$ cat src/rtl/seg_pkg.sv
// Shared types and the active-low segment table for the multiplexed
// 7-segment display driver.
package seg_pkg;

   typedef enum logic {BLANK, SHOW} scan_state_t;

   localparam logic [6:0] SEG_OFF = 7'h7F;

   // Active-low {g,f,e,d,c,b,a}; entry n is the pattern for hex digit n.
   localparam logic [15:0][6:0] SEG7_TABLE = {
      7'h0E, 7'h06, 7'h21, 7'h46,
      7'h03, 7'h08, 7'h10, 7'h00,
      7'h78, 7'h02, 7'h12, 7'h19,
      7'h30, 7'h24, 7'h79, 7'h40
   };

endpackage

$ cat src/rtl/hex_to_seg7.sv
// Combinational hex nibble to active-low 7-segment pattern.
module hex_to_seg7
   import seg_pkg::*;
(
   input  logic [3:0] hex_i,
   output logic [6:0] seg_o
);

   assign seg_o = SEG7_TABLE[hex_i];

endmodule

$ cat src/rtl/seven_seg_scanner.sv
// Multiplexed hex scanner: scan_clk edge stepping, blanking gap between
// digits, per-frame value snapshot and optional leading-zero suppression.
module seven_seg_scanner
   import seg_pkg::*;
#(
   parameter int NUM_DIGITS   = 8,
   parameter int BLANK_CYCLES = 1000
) (
   input  logic                    clk_in,
   input  logic                    reset,
   input  logic                    scan_clk,
   input  logic [4*NUM_DIGITS-1:0] value,
   input  logic [NUM_DIGITS-1:0]   digit_en,
   input  logic [NUM_DIGITS-1:0]   dp_in,
   input  logic                    blank_lz,
   output logic [NUM_DIGITS-1:0]   anodes,
   output logic [6:0]              segments,
   output logic                    dp
);

   localparam int IW = (NUM_DIGITS > 1) ? $clog2(NUM_DIGITS) : 1;
   localparam int CW = $clog2(BLANK_CYCLES + 1);
   localparam int VW = 4 * NUM_DIGITS;
   localparam logic [IW-1:0] LAST_IDX = IW'(NUM_DIGITS - 1);
   localparam logic [CW-1:0] LAST_CNT = CW'(BLANK_CYCLES - 1);
   localparam logic [NUM_DIGITS-1:0] ONE_HOT0 = NUM_DIGITS'(1);

   logic sync1_q, sync2_q, prev_q;
   logic tick;

   scan_state_t state_q, state_d;
   logic [IW-1:0] idx_q, idx_d;
   logic [CW-1:0] cnt_q, cnt_d;

   logic [VW-1:0]         snap_val_q, snap_val_d;
   logic [NUM_DIGITS-1:0] snap_en_q, snap_en_d;
   logic [NUM_DIGITS-1:0] snap_dp_q, snap_dp_d;
   logic                  snap_lz_q, snap_lz_d;
   logic                  load;

   logic [3:0] nib;
   logic       sel_en, sel_dp, lz_hit, zero_hi, lit;
   logic [6:0] seg_w;

   logic [NUM_DIGITS-1:0] anodes_q, anodes_d;
   logic [6:0]            seg_q, seg_d;
   logic                  dp_q, dp_d;

   assign tick = sync2_q & ~prev_q;

   always_comb begin
      state_d = state_q;
      idx_d   = idx_q;
      cnt_d   = cnt_q;
      if (tick) begin
         idx_d   = (idx_q == LAST_IDX) ? '0 : idx_q + 1'b1;
         state_d = BLANK;
         cnt_d   = '0;
      end else if (state_q == BLANK) begin
         if (cnt_q == LAST_CNT) begin
            state_d = SHOW;
            cnt_d   = '0;
         end else begin
            cnt_d = cnt_q + 1'b1;
         end
      end
   end

   // Snapshot at the start of each frame so a digit never tears mid-scan.
   assign load       = (state_q == BLANK) && (idx_q == '0) && (cnt_q == '0);
   assign snap_val_d = load ? value    : snap_val_q;
   assign snap_en_d  = load ? digit_en : snap_en_q;
   assign snap_dp_d  = load ? dp_in    : snap_dp_q;
   assign snap_lz_d  = load ? blank_lz : snap_lz_q;

   always_comb begin
      nib     = 4'h0;
      sel_en  = 1'b0;
      sel_dp  = 1'b0;
      lz_hit  = 1'b0;
      zero_hi = 1'b1;
      for (int i = NUM_DIGITS - 1; i >= 0; i--) begin
         zero_hi = zero_hi & (snap_val_d[4*i +: 4] == 4'h0);
         if (idx_d == IW'(i)) begin
            nib    = snap_val_d[4*i +: 4];
            sel_en = snap_en_d[i];
            sel_dp = snap_dp_d[i];
            lz_hit = (i > 0) && zero_hi;
         end
      end
   end

   hex_to_seg7 u_hex (
      .hex_i (nib),
      .seg_o (seg_w)
   );

   assign lit      = (state_d == SHOW) && sel_en && !(snap_lz_d && lz_hit);
   assign anodes_d = lit ? ~(ONE_HOT0 << idx_d) : '1;
   assign seg_d    = lit ? seg_w : SEG_OFF;
   assign dp_d     = lit ? ~sel_dp : 1'b1;

   always_ff @(posedge clk_in) begin
      if (reset) begin
         sync1_q    <= 1'b0;
         sync2_q    <= 1'b0;
         prev_q     <= 1'b0;
         state_q    <= BLANK;
         idx_q      <= '0;
         cnt_q      <= '0;
         snap_val_q <= '0;
         snap_en_q  <= '0;
         snap_dp_q  <= '0;
         snap_lz_q  <= 1'b0;
         anodes_q   <= '1;
         seg_q      <= SEG_OFF;
         dp_q       <= 1'b1;
      end else begin
         sync1_q    <= scan_clk;
         sync2_q    <= sync1_q;
         prev_q     <= sync2_q;
         state_q    <= state_d;
         idx_q      <= idx_d;
         cnt_q      <= cnt_d;
         snap_val_q <= snap_val_d;
         snap_en_q  <= snap_en_d;
         snap_dp_q  <= snap_dp_d;
         snap_lz_q  <= snap_lz_d;
         anodes_q   <= anodes_d;
         seg_q      <= seg_d;
         dp_q       <= dp_d;
      end
   end

   assign anodes   = anodes_q;
   assign segments = seg_q;
   assign dp       = dp_q;

endmodule

$ cat config.mk
export PLATFORM = sky130hd
export DESIGN_NAME = seven_seg_scanner
export DESIGN_NICKNAME = d
export VERILOG_FILES = /design/src/rtl/seg_pkg.sv /design/src/rtl/hex_to_seg7.sv /design/src/rtl/seven_seg_scanner.sv
export SDC_FILE = /design/constraint.sdc
export NUM_CORES = 1
export LEC_CHECK = 0
export CORE_MARGIN = 8
export CORE_UTILIZATION = 53
export DETAILED_ROUTE_END_ITERATION = 6
export PLACE_DENSITY_LB_ADDON = 0.25
export SLEW_MARGIN = 25
export SYNTH_ARGS = -nofsm -noshare
export SYNTH_HDL_FRONTEND = slang
export SYNTH_SLANG_ARGS = --single-unit
export TNS_END_PERCENT = 1
$ cat constraint.sdc
create_clock -name clk_in -period 4.53 [get_ports clk_in]
set_input_delay 0.906 -clock clk_in [delete_from_list [all_inputs] [get_ports clk_in]]
set_output_delay 0.906 -clock clk_in [all_outputs]
set_load 0.005 [all_outputs]
==> metrics.txt <==
slew margin rel.=0.327; Netlist Area Pre-Place=4120 um^2; # hold bufs at CTS=0; FF+latch count, synth=82; crit end category=register; final setup violation count=0; cts bufs inserted=9; gpl congestion=0.853; Post-synth top cells=dfxtp_1 (82), nand2_1 (70), nor2_1 (52), a21oi_1 (37), mux2i_1 (35); ranking of synthesized cells by area=dfxtp_1 (40%), mux2i_1 (8.5%), nand2_1 (6.4%), nor2_1 (4.7%), a21oi_1 (4.5%); period utilisation layout=0.832; Final Power=1.84 mW; DRC errors left=0; Ports=68; beginning of the worst register-to-register path=idx_q[1]$_SDFF_PP0_; CTS tree=done; worst-path cell chain=inv_1 > ha_1 > or4b_1 > nor3_4 > nand3_1 > and3_1 > o32ai_2 > inv_1 > ha_1 > mux2_1 > mux2i_1 > nand2_1; Max Clock Freq=265 MHz; GRT met2 Usage=0.326; post-CTS sizing=0; critical path startpoint=idx_q[1]$_SDFF_PP0_; Synth Flop Type=dfxtp_1; met3 Resource Use GR=0.0496; fin crit period=3.77 ns; unrepaired setup endpoints after global routing=no; Hold Vio Cnt, Final=0; initial antenna violation count=0; layout cells sized above 1=0.101; Die ar.=10,900 um^2; Fin Setup TNS=0 ns; post-DR vias/cell=5.88; max-slew violations=0; H-tree levels=3; final wirelength=10.7 mm; number of global-route vias before repair=3,617; crit path to=segments[3]$_SDFF_PP1_; Synth warnings=0; cells on worst reg2reg path=12; hold crit path type=register to register; Mapped Cells=471; number of synthesized flops with an enable pin=0; Post-CTS Setup Bufs=0; CP max FO=21; CTS sink cnt=82; total of max-cap violations=0; clock slew at reported path FFs=0.09 ns; status=completed; Detail Placement HPWL=7.83 mm; Core ar.=7650 um^2; DRT Pass-1 Iters=5; Data required, critical path=4.76 ns; critical setup path kind=register to register; pin count of the biggest net entering global routing=57; ys async rst share=0; Root Buffer=clkbuf_8; CP max stage cell=nor3_4; Peak VDD IR=0.000260 V; Site Rows=32; number of diodes=0; input/output buffers=67; die width=104 um; CP Launch Type=register; total power per unit cell area=362 nW/um^2; Crit path arrival time=4.00 ns; die span in y=104 um; Area growth, synth to finish=23.4%; fin area=5090 um^2; r2r endpoint=segments[3]$_SDFF_PP1_; hold path start=sync1_q$_SDFF_PP0_; Least-Margin Pin Slew=1.01 ns; DR iter-0 viols=239; Starting Density=0.539; synthesized net count=534; first-pass GRT wire length=17.9 mm; Syn Area/Cell=8.75 um^2; Synth cell types=74; GRT overflow=0; share of the yosys chip area belonging to registers=0.398; hold_ws=0.442 ns; Clock Latency Late Sink=0.37 ns; Placed Area=4850 um^2; GRT Util Overall=0.199; count leader, synth=dfxtp_1; Yosys top cell by area=dfxtp_1; Clock Path Buffers=2; layout net count=594; routed len/inst=16.8 um; top-area cell type share of the netlist area=0.398; Worst R2R Setup Slack=0.76 ns; crit-path max cell delay=0.64 ns; Vias=3,749; M1 GR Usage=0.249; GRT busiest layer=met2; Routed Antenna Nets=0; P_leak=2.05 nW; Fin Clk Skew=0.0152 ns
layout by cell type (no fill, tap or decap), drive strengths merged, types with 3 or more instances in the layout:
| cell type | instances |
|---|---|
| dfxtp | 82 |
| nand2 | 70 |
| clkdlybuf4s50 | 66 |
| nor2 | 53 |
| a21oi | 37 |
| mux2i | 36 |
| nand3 | 22 |
| inv | 17 |
| nor4 | 14 |
| ha | 11 |
| o21ai | 11 |
| clkbuf | 9 |
| and3 | 8 |
| buf | 7 |
| mux2 | 7 |
| a31oi | 6 |
| nor2b | 5 |
| o211ai | 5 |
| nand4 | 4 |
| o221ai | 4 |
| o31ai | 4 |
| nor4b | 4 |
| a221oi | 4 |
| o2111ai | 3 |
| nor3 | 3 |
| or4b | 3 |
| a211oi | 3 |
power by group:
part	switching [mW]	internal [mW]	total, mW	leakage [nW]
logic	0.247	0.190	0.436	1.26
clock network	0.290	0.320	0.610	0.116
registers	0.0265	0.769	0.796	0.672
total	0.564	1.28	1.84	2.05
state kept, by name (all words and copies together) (netlist names):
name	flops
snap_dp_q	8
snap_val_q	32
cnt_q	10
idx_q	3
prev_q	1
sync2_q	1
segments	7
state_q	1
snap_en_q	8
sync1_q	1
dp	1
snap_lz_q	1
anodes	8
layout make-up:
cell class / instances / area, um^2
repair buffers: 73 / 723
inverters: 14 / 52.6
fillers: 642 / 2560
clock buffers: 9 / 124
clock inverters: 7 / 106
well taps: 102 / 128
multi-input cells: 351 / 2310
flip-flops and latches: 82 / 1640
worst min-delay path by stage:
stage	to	slack, ns	depth (start not counted)
global route	sync2_q$_SDFF_PP0_	0.47	1
finish	sync2_q$_SDFF_PP0_	0.44	1
floorplan	sync2_q$_SDFF_PP0_	0.41	1
CTS	sync2_q$_SDFF_PP0_	0.45	1
global placement	sync2_q$_SDFF_PP0_	0.42	1
detailed placement	sync2_q$_SDFF_PP0_	0.43	1
cells by family (layout without fill, tap and decap cells):
family,Yosys count,after routing,share of synthesized area
AOI/OAI and AO/OA,92,92,0.159
muxes,45,45,0.119
and+or+nand+nor,201,201,0.243
adders and majority gates,11,11,0.0334
DFF,82,82,0.398
buffers and inverters,38,103,0.0428
xor gates and xnor gates,2,2,0.00425
metal layers:
metal,wire length [um],part of all wire
met1,4630,0.43
met2,5170,0.48
met3,750,0.070
met4,180,0.017
met5,0,0
worst max-delay path, delay by kind of cell (launching register included):
kind | cells | cell delay (ns)
buf+inv | 2 | 0.25
flops | 1 | 0.36
compound gates | 1 | 0.53
mux | 2 | 0.43
fa+ha+maj | 2 | 0.44
simple gates | 5 | 1.61
through the flow:
stage / util / std cells / worst slack (ns)
after floorplan: - / 471 / 1.41
after global placement: 0.634 / 622 / 0.867
after detailed placement: 0.634 / 622 / 0.705
after CTS: 0.664 / 638 / 0.717
after global routing: 0.665 / 638 / 0.475
final: 0.665 / 638 / 0.760
No activity file was read; power rests on OpenSTA's default activity.
